## config.mk

```make
export PLATFORM = sky130hd
export DESIGN_NAME = denise_priority_collision
export DESIGN_NICKNAME = d
export VERILOG_FILES = /design/src/rtl/denise_pkg.sv /design/src/rtl/denise_sprite_prienc.sv /design/src/rtl/denise_priority_collision.sv
export SDC_FILE = /design/constraint.sdc
export NUM_CORES = 1
export LEC_CHECK = 0
export CORE_ASPECT_RATIO = 1.75
export CORE_MARGIN = 1.5
export CORE_UTILIZATION = 43
export CTS_CLUSTER_DIAMETER = 80
export DETAILED_ROUTE_END_ITERATION = 12
export GPL_ROUTABILITY_DRIVEN = 0
export GPL_TIMING_DRIVEN = 1
export PLACE_DENSITY = 0.89
export SYNTH_ARGS = -nofsm -noshare
export SYNTH_HDL_FRONTEND = slang
export SYNTH_SLANG_ARGS = --single-unit
```

## constraint.sdc

```tcl
create_clock -name clk -period 1.6 [get_ports clk]
set_input_delay 0.48 -clock clk [delete_from_list [all_inputs] [get_ports clk]]
set_output_delay 0.48 -clock clk [all_outputs]
set_load 0.05 [all_outputs]
```

## src/rtl/denise_pkg.sv

```systemverilog
// ---------------------------------------------------------------------------
// denise_pkg
// Shared helpers for the Denise sprite/playfield priority and collision block.
//   clx_width(ngrp)       : width of the sticky collision register
//   pair_bit(ngrp, i, j)  : collision bit index for sprite pair i vs pair j (i<j)
//   none_code(priw)       : "no sprite" group code (all ones of priw bits)
// ---------------------------------------------------------------------------
package denise_pkg;

  // One PF1/PF2 bit, one bit per pair per playfield, one bit per pair-pair.
  function automatic int clx_width(input int ngrp);
    return 1 + 2 * ngrp + (ngrp * (ngrp - 1)) / 2;
  endfunction

  // Pair-pair bits follow the playfield bits in lexicographic (i,j) order.
  // Offset of row i is the count of pairs (k,j) with k<i.
  function automatic int pair_bit(input int ngrp, input int i, input int j);
    return 1 + 2 * ngrp + i * (ngrp - 1) - (i * (i - 1)) / 2 + (j - i - 1);
  endfunction

  function automatic int none_code(input int priw);
    return (1 << priw) - 1;
  endfunction

endpackage

```

## src/rtl/denise_sprite_prienc.sv

```systemverilog
// ---------------------------------------------------------------------------
// denise_sprite_prienc
// Groups sprite video flags into pairs and priority-encodes them; the lowest
// active pair wins. Purely combinational.
//   i_nsprite : per-sprite non-transparent flags (NSPR bits)
//   o_code    : g+1 for the lowest active pair g, all ones when none active
// ---------------------------------------------------------------------------
module denise_sprite_prienc
  import denise_pkg::*;
#(
  parameter int NSPR = 8,
  parameter int PRIW = 3
) (
  input  logic [NSPR-1:0] i_nsprite,
  output logic [PRIW-1:0] o_code
);

  localparam int NGRP = NSPR / 2;

  logic [NGRP-1:0] w_act;

  for (genvar g = 0; g < NGRP; g++) begin : g_pair
    assign w_act[g] = i_nsprite[2*g] | i_nsprite[2*g+1];
  end

  // Scan from the highest pair down so the lowest active pair is written last.
  always_comb begin
    o_code = PRIW'(none_code(PRIW));
    for (int g = NGRP - 1; g >= 0; g--) begin
      if (w_act[g]) o_code = PRIW'(g + 1);
    end
  end

endmodule

```

## src/rtl/denise_priority_collision.sv

```systemverilog
// ---------------------------------------------------------------------------
// denise_priority_collision
// Two-stage sprite/playfield priority select plus sticky collision register.
//   clk, reset_n  : clock, asynchronous active-low reset
//   clk7_en       : pixel-rate enable for pipeline and collision capture
//   bplcon2       : [PRIW-1:0] PF1 priority field, [2*PRIW-1:PRIW] PF2 field
//   nplayfield    : [1] PF1, [2] PF2 non-transparent flags
//   nsprite       : per-sprite non-transparent flags
//   clxcon_ensp   : per-pair enable of the odd sprite for collision detection
//   clxdat_rd     : single-clk read strobe, clears the collision register
//   sprsel        : 1 = sprite pixel wins, 0 = playfield
//   sprcode       : winning pair code aligned with sprsel
//   clxdat        : sticky collision bits
// A sprite pair is hidden behind a visible playfield whose priority field is
// smaller than the pair code; field >= NGRP therefore never hides a pair.
// ---------------------------------------------------------------------------
module denise_priority_collision
  import denise_pkg::*;
#(
  parameter  int NSPR = 8,
  parameter  int PRIW = 3,
  localparam int NGRP = NSPR / 2,
  localparam int CW   = clx_width(NSPR / 2)
) (
  input  logic              clk,
  input  logic              reset_n,
  input  logic              clk7_en,
  input  logic [2*PRIW-1:0] bplcon2,
  input  logic [2:1]        nplayfield,
  input  logic [NSPR-1:0]   nsprite,
  input  logic [NGRP-1:0]   clxcon_ensp,
  input  logic              clxdat_rd,
  output logic              sprsel,
  output logic [PRIW-1:0]   sprcode,
  output logic [CW-1:0]     clxdat
);

  localparam logic [PRIW-1:0] NONE = PRIW'(none_code(PRIW));

  function automatic logic sprite_wins(
    input logic [PRIW-1:0] code,
    input logic [PRIW-1:0] pf1_pri,
    input logic [PRIW-1:0] pf2_pri,
    input logic [2:1]      npf
  );
    if (code == NONE)                 return 1'b0;
    else if (code > pf1_pri && npf[1]) return 1'b0;
    else if (code > pf2_pri && npf[2]) return 1'b0;
    else                              return 1'b1;
  endfunction

  logic [PRIW-1:0] w_code_p0;
  logic [PRIW-1:0] r_code_p1;
  logic [2:1]      r_npf_p1;
  logic            w_sel_p1;
  logic            r_sel_p2;
  logic [PRIW-1:0] r_code_p2;
  logic [NGRP-1:0] w_s;
  logic [CW-1:0]   w_hits;
  logic [CW-1:0]   r_clxdat;

  denise_sprite_prienc #(
    .NSPR (NSPR),
    .PRIW (PRIW)
  ) u_prienc (
    .i_nsprite (nsprite),
    .o_code    (w_code_p0)
  );

  // Stage 1: register the winning pair code and playfield flags
  always_ff @(posedge clk or negedge reset_n) begin
    if (!reset_n) begin
      r_code_p1 <= NONE;
      r_npf_p1  <= '0;
    end else if (clk7_en) begin
      r_code_p1 <= w_code_p0;
      r_npf_p1  <= nplayfield;
    end
  end

  assign w_sel_p1 = sprite_wins(r_code_p1, bplcon2[PRIW-1:0],
                                bplcon2[2*PRIW-1:PRIW], r_npf_p1);

  // Stage 2: registered sprite select and aligned code
  always_ff @(posedge clk or negedge reset_n) begin
    if (!reset_n) begin
      r_sel_p2  <= 1'b0;
      r_code_p2 <= NONE;
    end else if (clk7_en) begin
      r_sel_p2  <= w_sel_p1;
      r_code_p2 <= r_code_p1;
    end
  end

  // Collision hits come straight from the current pixel inputs.
  for (genvar g = 0; g < NGRP; g++) begin : g_clx_s
    assign w_s[g] = nsprite[2*g] | (nsprite[2*g+1] & clxcon_ensp[g]);
  end

  always_comb begin
    w_hits    = '0;
    w_hits[0] = nplayfield[1] & nplayfield[2];
    for (int g = 0; g < NGRP; g++) begin
      w_hits[1 + g]        = nplayfield[1] & w_s[g];
      w_hits[1 + NGRP + g] = nplayfield[2] & w_s[g];
    end
    for (int i = 0; i < NGRP - 1; i++) begin
      for (int j = i + 1; j < NGRP; j++) begin
        w_hits[pair_bit(NGRP, i, j)] = w_s[i] & w_s[j];
      end
    end
  end

  // A read clears the register but keeps hits captured on the same edge;
  // the read is honoured even between pixel enables.
  always_ff @(posedge clk or negedge reset_n) begin
    if (!reset_n) begin
      r_clxdat <= '0;
    end else if (clxdat_rd) begin
      r_clxdat <= clk7_en ? w_hits : '0;
    end else if (clk7_en) begin
      r_clxdat <= r_clxdat | w_hits;
    end
  end

  assign sprsel  = r_sel_p2;
  assign sprcode = r_code_p2;
  assign clxdat  = r_clxdat;

endmodule

```

==> results of run 1 <==
[final cells by class]
type,instances,area (sq um),share of cell area
clock buffer,4,45.0,0.0232
tap,26,32.5,0.0167
inverter,24,90.1,0.0464
timing repair buffer,54,706,0.363
sequential,24,608,0.313
multi-input combinational,62,462,0.238
[cell usage in the layout, fill, tap and decap left out]
master	count
nor2b_1	1
dfstp_2	6
clkbuf_8	3
clkdlybuf4s50_1	21
nand2_1	5
ha_2	1
o22ai_1	14
inv_1	23
inv_2	1
dlymetal6s2s_1	1
mux2_2	3
nor2_2	1
o211ai_1	1
buf_4	11
nand2b_1	4
dlygate4sd2_1	1
ha_1	3
dfrtp_1	18
ha_4	2
nand3_1	3
nor2_1	6
a21oi_1	4
a31oi_1	1
a41oi_2	2
nor2b_4	1
o21ai_1	2
buf_12	19
buf_6	1
clkbuf_1	1
o31ai_1	1
o21ai_0	6
o311ai_2	1
[worst max-delay path: cells and delay by family]
| family | cells | cell delay, ps |
|---|---|---|
| AOI/OAI and AO/OA | 2 | 180 |
| adders and majority gates | 1 | 260 |
| buffers and inverters | 2 | 520 |
| and+or+nand+nor | 2 | 230 |
[power by group through the flow]
stage	clock network [mW]	logic, mW	registers, mW
after floorplan	0	0.115	0.886
after global placement	0	0.592	0.748
after detailed placement	0	0.612	0.749
after CTS	0.363	0.637	0.737
after global routing	0.397	0.675	0.744
final	0.355	0.646	0.738
[final timing paths]
| path | end | depth (start not counted) | slack, ps |
|---|---|---|---|
| min in group asynchronous | sprsel | 2 | 580 |
| setup reg to reg | sprsel | 5 | 70 |
| hold / removal | r_code_p1[0] | 2 | 520 |
| hold reg to reg | r_code_p1[0] | 2 | 520 |
| max in group asynchronous | sprcode[2] | 2 | 740 |
| setup / recovery | sprsel | 7 | 60 |
[kinds of logic (layout without fill, tap and decap cells)]
group | Yosys count | after routing | share of synthesized area
compound gates | 32 | 32 | 0.180
buf+inv | 27 | 82 | 0.0955
flops | 24 | 24 | 0.539
simple gates | 21 | 21 | 0.0888
fa+ha+maj | 6 | 6 | 0.0666
mux | 3 | 3 | 0.0300
[flip-flops by register name (all words and copies together), names as in the netlist]
| signal | cells |
|---|---|
| clxdat | 15 |
| r_code_p1 | 3 |
| sprcode | 3 |
| r_npf_p1 | 2 |
| sprsel | 1 |
[timing repair]
action	in CTS	in global routing
endpoints found under the hold margin	0	0
setup endpoints to repair	1	1
resized for setup	5	6
setup buffers	3	0
pin swaps	4	5
[routing by layer]
layer,GRT usage,vias up,part of all wire
met3,0.0332,19,0.048
met2,0.469,46,0.59
li1,-,496,-
met4,0.111,0,0.043
met1,0.220,526,0.32
met5,0,-,0
[stage by stage]
step / cells / power, mW
CTS: 194 / 1.74
finish: 194 / 1.74
global route: 194 / 1.82
global placement: 187 / 1.34
detailed placement: 187 / 1.36
floorplan: 113 / 1.00
==> flow_summary.yaml, run 1 <==
timing:
  clock.fmax_mhz: 648
  maxSlewViolCount: 0
  period_needed_ps: 1540
  clock_skew_ps: 4.62
  fin_crit_sh: 0.964
  whs_ps: 519
  setup_tns_ps: 0
  relSlewSlack: 0.798
  finalSetupViolCount: 0
  worst_slack_ps: 56.8
  finalHoldViolations: 0
  worstMarginPinSlew_ps: 303
clock_tree:
  clockRootBuffer: "clkbuf_8"
  cts.sinks: 24
  numCtsBuffers: 3
  insertion_delay_ps: 260
  cts.htree.levels: 1
  cts_buffer_depth: 2
  clk_pin_slew_ps: 80
  cts_tree: "done"
  holdBufCountCts: 0
routing:
  dr.pass1.iters: 4
  wl_per_cell_um: 17.2
  dr.first_iter.drc_count: 19
  drc: 0
  num_vias: 1087
  routed_wl_um: 3330
  antenna_left: 0
  viasPerCell: 5.60
worst_setup_path:
  r2r-start: "r_code_p1[1]"
  slowest_delay_ps: 460
  cp-startpoint: "bplcon2[4]"
  end_kind: "register"
  cp_max_fo: 2
  crit_chain: "clkdlybuf4s50_1 -> inv_1 -> ha_4 -> nor2b_1 -> o21ai_1 -> nand2b_1 -> a41oi_2"
  crit_slowest_cell: "clkdlybuf4s50_1"
  cp_data_arrival_time_ps: 1680
  startpoint_type: "input port"
  critPathKind: "input port to register"
  cp.required_ps: 1740
power:
  pwr-share-seq: 0.424
  p_sw_mw: 0.566
  vdd_drop_max_mv: 0.665
  p_leak_nw: 0.884
  internal-power_mw: 1.17
  p_comb_frac: 0.371
  powerDensity_nw_per_um2: 895
  switching_share: 0.325
  power.share.clock: 0.204
global_route:
  antenna_found_initial: 0
  grt_pass1_wl_um: 5290
  grt_max_degree: 25
  grt_pass1_vias: 1201
  grt_use_total: 0.235
  overflow: 0
finish:
  final_nets: 199
  final_layout_size_suffix_gt1_frac: 0.310
  fillers: 149
  fin_area_sq_um: 1940
  diodes: 0
  area_growth_pct: 72.4
  final_util: 0.780
synth:
  yosysSeqAreaShare: 0.539
  yosysWarningCount: 0
  synth_ff_type: "dfrtp_1"
  synthTopCellsByArea: "dfrtp_1 40%, dfstp_2 14%, inv_1 8.0%"
  syn_avg_cell_area_sq_um: 9.98
  syn_nets: 143
  synth_seq_cells: 24
  synth_top_area_cell: "dfrtp_1"
  synth_top_area_share: 0.400
  yosysUniqueCellTypes: 23
  synth_edf_count: 0
  async_reset_ff_frac: 1.00
  synth_common_cells: "24 x inv_1, 18 x dfrtp_1, 14 x o22ai_1"
  synth_area_sq_um: 1130
  syn_inst: 113
  yosysMostFrequentCell: "inv_1"
hold_path:
  min_from: "r_code_p1[0]"
  hold_class: "register to register"
die:
  fp.coreArea_sq_um: 2490
  die_w_um: 41.7
  std_cell_rows: 24
  io_pins: 43
  dieArea_sq_um: 2950
  initial_core_util: 0.452
  die_h_um: 70.7
placement:
  hpwl_um: 2460
  io_buffers: 42
  post-place-ws_ps: -470
  place_area_sq_um: 1820
run_status:
  status: "finished, final reports clean"
flow_run:
  drv_cap: 0
Note: power is estimated with default switching activity, not from simulation.
==> inputs of run 2 (changes only) <==
- SETUP_SLACK_MARGIN: default -> 0.05
==> run 2 against run 1 <==
  * Critical path depth unchanged
  * Routed wire length decreased by 0.18%
  * Via count barely moved
  * Die area stayed put
  * Non-clock buffer count is the same
  * Cell area grew 0.26%
  * Sequential cell count unchanged
  * Largest cell class unchanged
  * Largest power group unchanged
==> flow_summary.yaml, run 2 (synthesized netlist as in run 1, its figures left out) <==
run_status:
  status: "finished, final reports clean"
placement:
  hpwl_um: 2460
  place_area_sq_um: 1820
  io_buffers: 42
  place_inst: 187
  post-place-ws_ps: -470
finish:
  largest_reg_flops: 15
  final_nets: 199
  area_growth_pct: 72.8
  fin_cells: 194
  layout_commonest_cell: "inv_1"
  fin_area_sq_um: 1950
  final_layout_size_suffix_gt1_frac: 0.321
  final_util: 0.782
  diodes: 0
  final_cell_mix: "23 x inv_1, 21 x clkdlybuf4s50_1, 19 x buf_12"
global_route:
  grt_use_total: 0.237
  grt_pass1_vias: 1201
  grt_pass1_wl_um: 5350
  antenna_found_initial: 0
  overflow: 0
  grt_max_degree: 25
worst_setup_path:
  startpoint_type: "input port"
  cp-startpoint: "bplcon2[4]"
  r2r-start: "r_code_p1[1]"
  cp_data_arrival_time_ps: 1710
  cp.required_ps: 1790
  end_kind: "register"
  cp_max_fo: 2
  critPathKind: "input port to register"
  r2r_cells: 5
routing:
  num_vias: 1086
  antenna_left: 0
  topRoutingLayerUsed: "met4"
  dr.first_iter.drc_count: 22
  routed_wl_um: 3320
  wl_per_cell_um: 17.1
  viasPerCell: 5.60
  drc: 0
  met3_length_um: 143
  dr.pass1.iters: 4
  wl_met1_um: 1050
  route.met2.wl_um: 2020
power:
  p_leak_nw: 0.883
  powerDensity_nw_per_um2: 894
  vdd_drop_max_mv: 0.672
  power_mw: 1.74
hold_path:
  hold_path_depth: 2
  hold_class: "register to register"
  min_from: "r_code_p1[0]"
timing:
  clock_skew_ps: 5.01
  finalHoldViolations: 0
  whs_ps: 520
  relSlewSlack: 0.797
  maxSlewViolCount: 0
  grt_setup_unrepaired: "true"
  finalSetupViolCount: 0
  fin_crit_sh: 0.952
  setup_tns_ps: 0
  worst_slack_ps: 76.3
  period_needed_ps: 1520
  worstMarginPinSlew_ps: 305
  clock.fmax_mhz: 656
die:
  io_pins: 43
  dieArea_sq_um: 2950
  die_w_um: 41.7
  die_h_um: 70.7
  initial_core_util: 0.452
  fp.coreArea_sq_um: 2490
  std_cell_rows: 24
clock_tree:
  cts.htree.levels: 1
  numCtsBuffers: 3
  insertion_delay_ps: 260
  cts_buffer_depth: 2
  cts_tree: "done"
  holdBufCountCts: 0
  clk_pin_slew_ps: 80
  clockRootBuffer: "clkbuf_8"
  cts.sinks: 24
flow_run:
  drv_cap: 0
## run 2: cell counts in the layout (fill, tap and decap cells not counted)
Identical to the previous run, type by type.
## run 2: critical path, stage by stage
cell	delay, ps
clkdlybuf4s50_1	460
inv_1	60
ha_4	210
nor2b_2	150
o21ai_1	130
nand2b_1	80
a41oi_2	130
## run 2: final cells by class
cell class / instances / area, sq um
inverters: 24 / 90.1
flip-flops and latches: 24 / 608
fillers: 148 / 544
repair buffers: 54 / 706
well taps: 26 / 32.5
multi-input cells: 62 / 467
clock buffers: 4 / 45.0
## run 2: worst paths after layout
check	slack, ps	endpoint
setup reg to reg	90	sprsel
min in group asynchronous	580	sprsel
hold / removal	520	r_code_p1[0]
setup / recovery	80	sprsel
max in group asynchronous	730	sprcode[2]
hold reg to reg	520	r_code_p1[0]
## run 2: report_power, final
part	switching [mW]	total, mW	leakage (nW)	internal (mW)
Clock	0.180	0.357	0.0228	0.178
Sequential	0.0656	0.737	0.287	0.672
Combinational	0.321	0.647	0.573	0.326
## run 2: what timing repair did
action / CTS / global route
pin swaps: 4 / 4
gates resized for setup: 10 / 3
setup buffers: 3 / 0
endpoints found under the setup margin: 1 / 1
## run 2: layer usage
layer / up-vias / track usage
li1: 497 / -
met1: 530 / 0.225
met2: 45 / 0.465
met3: 14 / 0.0357
met4: 0 / 0.118
met5: - / 0
